## src/rtl/ej32_pkg.sv

```systemverilog
`default_nettype none
//==============================================================================
// ej32_pkg : shared fetch-unit types and constants for the eJ32 core
// Revision : 1.0
//==============================================================================
package ej32_pkg;

  localparam int EJ32_AW = 17;
  localparam logic [EJ32_AW-1:0] EJ32_RESET_VEC = '0;

  typedef enum logic [1:0] {
    F_IDLE  = 2'd0,
    F_FETCH = 2'd1,
    F_DRAIN = 2'd2
  } fetch_st_t;

endpackage
`default_nettype wire

```

## src/rtl/ej32_fetch_if.sv

```systemverilog
`default_nettype none
//==============================================================================
// ej32_fetch_if : byte-wide fetch read port on the shared memory bus
// Revision      : 1.0
//==============================================================================
interface ej32_fetch_if #(
  parameter int AW = ej32_pkg::EJ32_AW
);

  logic          mem_req;
  logic [AW-1:0] mem_addr;
  logic          mem_ack;
  logic [7:0]    mem_rdata;

  modport master (
    output mem_req,
    output mem_addr,
    input  mem_ack,
    input  mem_rdata
  );

  modport slave (
    input  mem_req,
    input  mem_addr,
    output mem_ack,
    output mem_rdata
  );

endinterface
`default_nettype wire

```

## src/rtl/ej32_pfq.sv

```systemverilog
`default_nettype none
//==============================================================================
// ej32_pfq : DEPTH x 8 prefetch queue with push, pop, flush and registered head
// Revision : 1.0
//==============================================================================
module ej32_pfq
  import ej32_pkg::*;
#(
  parameter int DEPTH = 4
) (
  input  logic                   clk,
  input  logic                   rst,
  input  logic                   push,
  input  logic [7:0]             push_data,
  input  logic                   pop,
  input  logic                   flush,
  output logic [$clog2(DEPTH):0] count,
  output logic [7:0]             head,
  output logic                   head_vld
);

  localparam int            PW   = $clog2(DEPTH);
  localparam logic [PW:0]   FULL = (PW+1)'(DEPTH);

  logic [7:0]    mem_q [DEPTH];
  logic [7:0]    mem_d [DEPTH];
  logic [PW-1:0] wr_q, wr_d;
  logic [PW-1:0] rd_q, rd_d;
  logic [PW:0]   cnt_q, cnt_d;
  logic          vld_q, vld_d;
  logic          do_push;
  logic          do_pop;

  always_comb begin
    mem_d   = mem_q;
    wr_d    = wr_q;
    rd_d    = rd_q;
    cnt_d   = cnt_q;
    do_push = push && (cnt_q != FULL);
    do_pop  = pop && vld_q;
    if (flush) begin
      wr_d  = '0;
      rd_d  = '0;
      cnt_d = '0;
    end else begin
      if (do_push) begin
        mem_d[wr_q] = push_data;
        wr_d        = wr_q + PW'(1);
      end
      if (do_pop) begin
        rd_d = rd_q + PW'(1);
      end
      cnt_d = cnt_q + {{PW{1'b0}}, do_push} - {{PW{1'b0}}, do_pop};
    end
    // Valid is registered so the decoder sees a clean flag, not a compare.
    vld_d = (cnt_d != '0);
  end

  always_ff @(posedge clk) begin
    if (rst) begin
      mem_q <= '{default: 8'h00};
      wr_q  <= '0;
      rd_q  <= '0;
      cnt_q <= '0;
      vld_q <= 1'b0;
    end else begin
      mem_q <= mem_d;
      wr_q  <= wr_d;
      rd_q  <= rd_d;
      cnt_q <= cnt_d;
      vld_q <= vld_d;
    end
  end

  assign count    = cnt_q;
  assign head_vld = vld_q;
  assign head     = vld_q ? mem_q[rd_q] : 8'h00;

endmodule
`default_nettype wire

```

## src/rtl/ej32_fetch.sv

```systemverilog
`default_nettype none
//==============================================================================
// ej32_fetch : eJ32 instruction fetch FSM, PC / fetch-address registers, prefetch
// Revision   : 1.0
//==============================================================================
module ej32_fetch
  import ej32_pkg::*;
#(
  parameter int AW    = EJ32_AW,
  parameter int DEPTH = 4
) (
  input  logic          clk,
  input  logic          rst,
  ej32_fetch_if.master  mem,
  input  logic          p_inc,
  input  logic          br_ld,
  input  logic [AW-1:0] br_tgt,
  input  logic          ls_bsy,
  output logic [7:0]    code,
  output logic          code_vld,
  output logic [AW-1:0] pc
);

  localparam int            CW     = $clog2(DEPTH) + 1;
  localparam logic [CW-1:0] FULL   = CW'(DEPTH);
  localparam logic [AW-1:0] RST_PC = AW'(EJ32_RESET_VEC);

  fetch_st_t     state_q, state_d;
  logic [AW-1:0] fa_q, fa_d;
  logic [AW-1:0] pc_q, pc_d;
  logic [AW-1:0] addr_q, addr_d;
  logic          req_q, req_d;
  logic          run_q, run_d;
  logic          push;
  logic          pop;
  logic          flush;
  logic [CW-1:0] count;
  logic [CW-1:0] occ_next;

  ej32_pfq #(
    .DEPTH (DEPTH)
  ) u_pfq (
    .clk       (clk),
    .rst       (rst),
    .push      (push),
    .push_data (mem.mem_rdata),
    .pop       (pop),
    .flush     (flush),
    .count     (count),
    .head      (code),
    .head_vld  (code_vld)
  );

  always_comb begin
    state_d  = state_q;
    fa_d     = fa_q;
    pc_d     = pc_q;
    addr_d   = addr_q;
    req_d    = req_q;
    run_d    = 1'b1;
    push     = 1'b0;
    flush    = br_ld;
    pop      = p_inc && code_vld && !br_ld;
    occ_next = count + CW'(1) - CW'(pop);

    if (br_ld) begin
      fa_d = br_tgt;
      pc_d = br_tgt;
    end else if (pop) begin
      pc_d = pc_q + AW'(1);
    end

    case (state_q)
      // run_q holds off the first request for one cycle after reset release.
      F_IDLE: begin
        if (!br_ld && run_q && (count < FULL) && !ls_bsy) begin
          state_d = F_FETCH;
          req_d   = 1'b1;
          addr_d  = fa_q;
        end
      end
      F_FETCH: begin
        if (mem.mem_ack) begin
          if (br_ld) begin
            state_d = F_IDLE;
            req_d   = 1'b0;
          end else begin
            push = 1'b1;
            fa_d = fa_q + AW'(1);
            if ((occ_next < FULL) && !ls_bsy) begin
              addr_d = fa_q + AW'(1);
            end else begin
              state_d = F_IDLE;
              req_d   = 1'b0;
            end
          end
        end else if (br_ld) begin
          state_d = F_DRAIN;
        end
      end
      // Old request completes on the bus; its byte is dropped (no push here).
      F_DRAIN: begin
        if (mem.mem_ack) begin
          state_d = F_IDLE;
          req_d   = 1'b0;
        end
      end
      default: begin
        state_d = F_IDLE;
        req_d   = 1'b0;
      end
    endcase
  end

  always_ff @(posedge clk) begin
    if (rst) begin
      state_q <= F_IDLE;
      fa_q    <= RST_PC;
      pc_q    <= RST_PC;
      addr_q  <= '0;
      req_q   <= 1'b0;
      run_q   <= 1'b0;
    end else begin
      state_q <= state_d;
      fa_q    <= fa_d;
      pc_q    <= pc_d;
      addr_q  <= addr_d;
      req_q   <= req_d;
      run_q   <= run_d;
    end
  end

  assign mem.mem_req  = req_q;
  assign mem.mem_addr = addr_q;
  assign pc           = pc_q;

endmodule
`default_nettype wire

```

## src/flat_wrapper.sv

```systemverilog
// flat-port wrapper written by rule: the top's interface ports become plain ports
module ej32_fetch_flat import ej32_pkg::*;
#(
  parameter int AW    = EJ32_AW,
  parameter int DEPTH = 4
)
  (clk, rst, p_inc, br_ld, br_tgt, ls_bsy, code, code_vld, pc, mem_mem_req, mem_mem_addr, mem_mem_ack, mem_mem_rdata);
  ej32_fetch_if #(.AW(AW)) mem_i ();
  input  logic clk;
  input  logic rst;
  input  logic p_inc;
  input  logic br_ld;
  input  logic [AW-1:0] br_tgt;
  input  logic ls_bsy;
  output logic [7:0] code;
  output logic code_vld;
  output logic [AW-1:0] pc;
  output wire logic [$bits(mem_i.mem_req)-1:0] mem_mem_req;
  output wire logic [$bits(mem_i.mem_addr)-1:0] mem_mem_addr;
  input wire logic [$bits(mem_i.mem_ack)-1:0] mem_mem_ack;
  input wire logic [$bits(mem_i.mem_rdata)-1:0] mem_mem_rdata;
  assign mem_mem_req = mem_i.mem_req;
  assign mem_mem_addr = mem_i.mem_addr;
  assign mem_i.mem_ack = mem_mem_ack;
  assign mem_i.mem_rdata = mem_mem_rdata;
  ej32_fetch #(.AW(AW), .DEPTH(DEPTH)) u_core (.clk(clk), .rst(rst), .mem(mem_i), .p_inc(p_inc), .br_ld(br_ld), .br_tgt(br_tgt), .ls_bsy(ls_bsy), .code(code), .code_vld(code_vld), .pc(pc));
endmodule
```

## config.mk

```make
export PLATFORM = sky130hd
export DESIGN_NAME = ej32_fetch_flat
export DESIGN_NICKNAME = d
export VERILOG_FILES = /design/src/rtl/ej32_pkg.sv /design/src/rtl/ej32_fetch_if.sv /design/src/rtl/ej32_pfq.sv /design/src/rtl/ej32_fetch.sv /design/src/flat_wrapper.sv
export SDC_FILE = /design/constraint.sdc
export NUM_CORES = 1
export LEC_CHECK = 0
export ABC_AREA = 1
export CAP_MARGIN = 20
export CORE_MARGIN = 2
export CORE_UTILIZATION = 45
export CTS_BUF_LIST = sky130_fd_sc_hd__clkbuf_8
export DETAILED_ROUTE_END_ITERATION = 7
export GPL_TIMING_DRIVEN = 0
export PLACE_DENSITY = 0.68
export SLEW_MARGIN = 40
export SYNTH_ARGS = -nofsm -noshare
export SYNTH_HDL_FRONTEND = slang
export SYNTH_SLANG_ARGS = --single-unit
```

## constraint.sdc

```tcl
create_clock -name clk -period 2.8 [get_ports clk]
set_input_delay 0.28 -clock clk [delete_from_list [all_inputs] [get_ports clk]]
set_output_delay 0.28 -clock clk [all_outputs]
set_load 0.02 [all_outputs]
```

==> run_results.csv <==
group,metric,value,unit
outcome,status,"complete, no violations",
die,coreArea,0.0108,mm2
routing,drtIter0Drc,346,
clocking,clock_latency,0.38,ns
clocking,root_buffer,"clkbuf_8",
routing,dr.pass1.iters,5,
global_route,grt_usage,0.253,
routing,wirelength,14200,um
run,cap_violations,0,
global_route,grt_antenna_before_repair,0,
sta,drv_slew,0,
die,ios,75,
critical_path,startpoint_type,"primary input",
logic_synthesis,yosysTopAreaCellShare,0.380,
sta,setup_tns,0,ns
clocking,cts_hold_buf,0,
worst_hold_path,hold_path_depth,4,
sta,min_period_over_period,0.964,
critical_path,crit_slowest_cell,"clkdlybuf4s50_1",
cells_and_area,layout_common_cells,"nand2_1, dfxtp_1, nor2_1",
critical_path,arrival,2.95,ns
logic_synthesis,synthTopCellsByArea,"dfxtp_1, nand2_1, a21oi_1",
logic_synthesis,ys_seq_elements,95,
routing,drcViolationCount,0,
clocking,clk_pin_slew,0.09,ns
critical_path,cp.required,3.05,ns
critical_path,endpoint_kind,"flop",
clocking,cts_buffers,9,
logic_synthesis,ys_types,35,
critical_path,critPathKind,"in2reg",
clocking,cts_sinks,95,
logic_synthesis,syn-cell-area,0.00500,mm2
critical_path,cpPeakStageDelay,0.57,ns
clocking,cts-htree-levels,3,
routing,vias,5173,
critical_path,cp_cell_sequence,"clkdlybuf4s50_1, inv_1, nor2_4, nand2_4, a21oi_4, buf_4, inv_2, ha_1, inv_1, ha_1, inv_1, fa_1, nor2_1, nor2_1, o21ai_0",
critical_path,cpMostUsedCell,"inv_1",
global_route,grt_pass1_vias,4671,
cells_and_area,drive_above_1_share,0.0496,
routing,ant_nets,0,
sta,min_period,2.70,ns
logic_synthesis,yosysWarnings,0,
die,rows,38,
cells_and_area,final_cells,986,
pwr,power_leakage,2.32,nW
sta,tightest_slew,0.718,ns
critical_path,rr_worst_depth,14,
pwr,p_per_area,552,mW/mm2
die,dieArea,0.0120,mm2
logic_synthesis,synth_top_cell_by_area,"dfxtp_1",
cells_and_area,layout_commonest_cell,"nand2_1",
routing,viasPerCell,5.25,
clocking,cts_tree,"built",
placement,place.gp.congestion,0.890,
placement,portBuffers,73,
cells_and_area,layout.nets,881,
logic_synthesis,ys_seq_area_frac,0.380,
sta,setup_violations,0,
die,start_util,0.461,
placement,place_inst,972,
critical_path,crit_fanout,10,
cells_and_area,nFillCells,1087,
pwr,ir_drop,0.000330,V
routing,drt-wirelength-per-cell,14.4,um
global_route,grt.overflow.total,0,
die,dieWidth,109,um
clocking,cts_buffer_depth,2,
global_route,grt_start_max_net_pins,17,
critical_path,path_buf_inv,6,
critical_path,cpLargestDelayFamily,"buffers and inverters",
worst_hold_path,hp-class,"in2reg",
logic_synthesis,syn-num-nets,799,
sta,rsz0062_at_grt,"true",
cells_and_area,diodes,0,
global_route,grt_first_pass_wirelength,23100,um
logic_synthesis,syn_area_per_cell,6.59,um2
critical_path,cp.depth,15,
die,die_h,109,um
sta,max_freq,370,MHz
sta,slew_headroom,0.521,
cells_and_area,area_delta_synth_final,22.5,%
sta,fin_skew,0.00725,ns
logic_synthesis,synthCells,759,
placement,dp_hpwl,10900,um
sta,hold_viol_final,0,
## final timing paths
| path | startpoint | to | slack [ns] |
|---|---|---|---|
| setup reg to reg | u_core.state_q[0] | u_core.u_pfq.head_vld | 0.11 |
| setup / recovery | mem_mem_ack | u_core.u_pfq.head_vld | 0.10 |
| hold reg to reg | u_core.u_pfq.mem_q[16] | u_core.u_pfq.mem_q[16] | 0.46 |
| hold / removal | br_ld | u_core.fa_q[14] | 0.27 |
## timing repair
item	in CTS	in global routing
resized for setup	3	3
hold endpoints to repair	0	0
setup buffers	0	0
endpoints found under the setup margin	9	10
## layer usage
metal / part of all wire / global-route usage
met1: 0.49 / 0.370
met2: 0.41 / 0.373
met3: 0.081 / 0.0462
met4: 0.019 / 0.0877
met5: 0 / 0
## cell families after synthesis
| family | after synthesis | share of synthesized area |
|---|---|---|
| AO/OA/AOI/OAI | 192 | 0.197 |
| XOR/XNOR | 14 | 0.0245 |
| adder cells (fa/ha/maj) | 9 | 0.0240 |
| buffers and inverters | 120 | 0.0971 |
| flip-flops | 95 | 0.380 |
| AND/OR/NAND/NOR | 329 | 0.277 |
## metrics by stage
stage / hold slack [ns] / utilization / area, um2 / worst slack [ns] / total power [W]
2_1_floorplan: 0.430 / - / 5000 / 0.420 / 0.00211
3_3_place_gp: 0.440 / 0.545 / 5900 / -0.462 / 0.00244
3_5_place_dp: 0.447 / 0.545 / 5900 / -0.488 / 0.00246
4_1_cts: 0.251 / 0.564 / 6120 / 0.0257 / 0.00340
5_1_grt: 0.288 / 0.565 / 6120 / -0.0936 / 0.00358
6_report: 0.271 / 0.565 / 6120 / 0.101 / 0.00338
## worst register-to-register path, delay by kind of cell, from the launching register on
kind	cells	cell delay [ns]
adders and majority gates	3	0.92
and+or+nand+nor	4	0.52
buffers and inverters	5	0.47
DFF	1	0.40
AOI/OAI and AO/OA	2	0.27
## synthesized netlist by cell type, drive strengths merged
master	n
buf	10
o21ai	91
nand3	50
or2	1
dfxtp	95
o211ai	1
ha	8
clkinv	2
a21oi	88
a211oi	1
fa	1
inv	88
nor3	9
and2	1
xnor2	1
xor2	13
nand4	11
nor2	92
o22ai	3
clkbuf	20
nand2	165
a31oi	8
## flip-flops by register name (all words and copies together), names as in the netlist
signal and cells:
u_core.state_q 2, u_core.run_q 1, u_core.u_pfq.wr_q 2, u_core.u_pfq.rd_q 2
u_core.u_pfq.mem_q 32, u_core.fa_q 17, u_core.u_pfq.head_vld 1, u_core.mem.mem_addr 17
u_core.u_pfq.count 3, u_core.pc 17, u_core.mem.mem_req 1
## where the power goes
part / switching (W) / total [W] / internal, W
combinational: 0.000530 / 0.000888 / 0.000357
clock: 0.000510 / 0.000952 / 0.000442
sequential: 0.0000777 / 0.00154 / 0.00146
total: 0.00112 / 0.00338 / 0.00226
## area by class of cell
cell class | count | area (um2) | area share
Multi-Input combinational cell | 544 | 2630 | 0.430
Buffer | 28 | 138 | 0.0225
Inverter | 90 | 342 | 0.0558
Clock inverter | 6 | 66.3 | 0.0108
Sequential cell | 95 | 1900 | 0.311
Tap cell | 140 | 175 | 0.0286
Timing Repair Buffer | 73 | 731 | 0.119
Clock buffer | 10 | 138 | 0.0225
No activity file was read; power rests on OpenSTA's default activity.
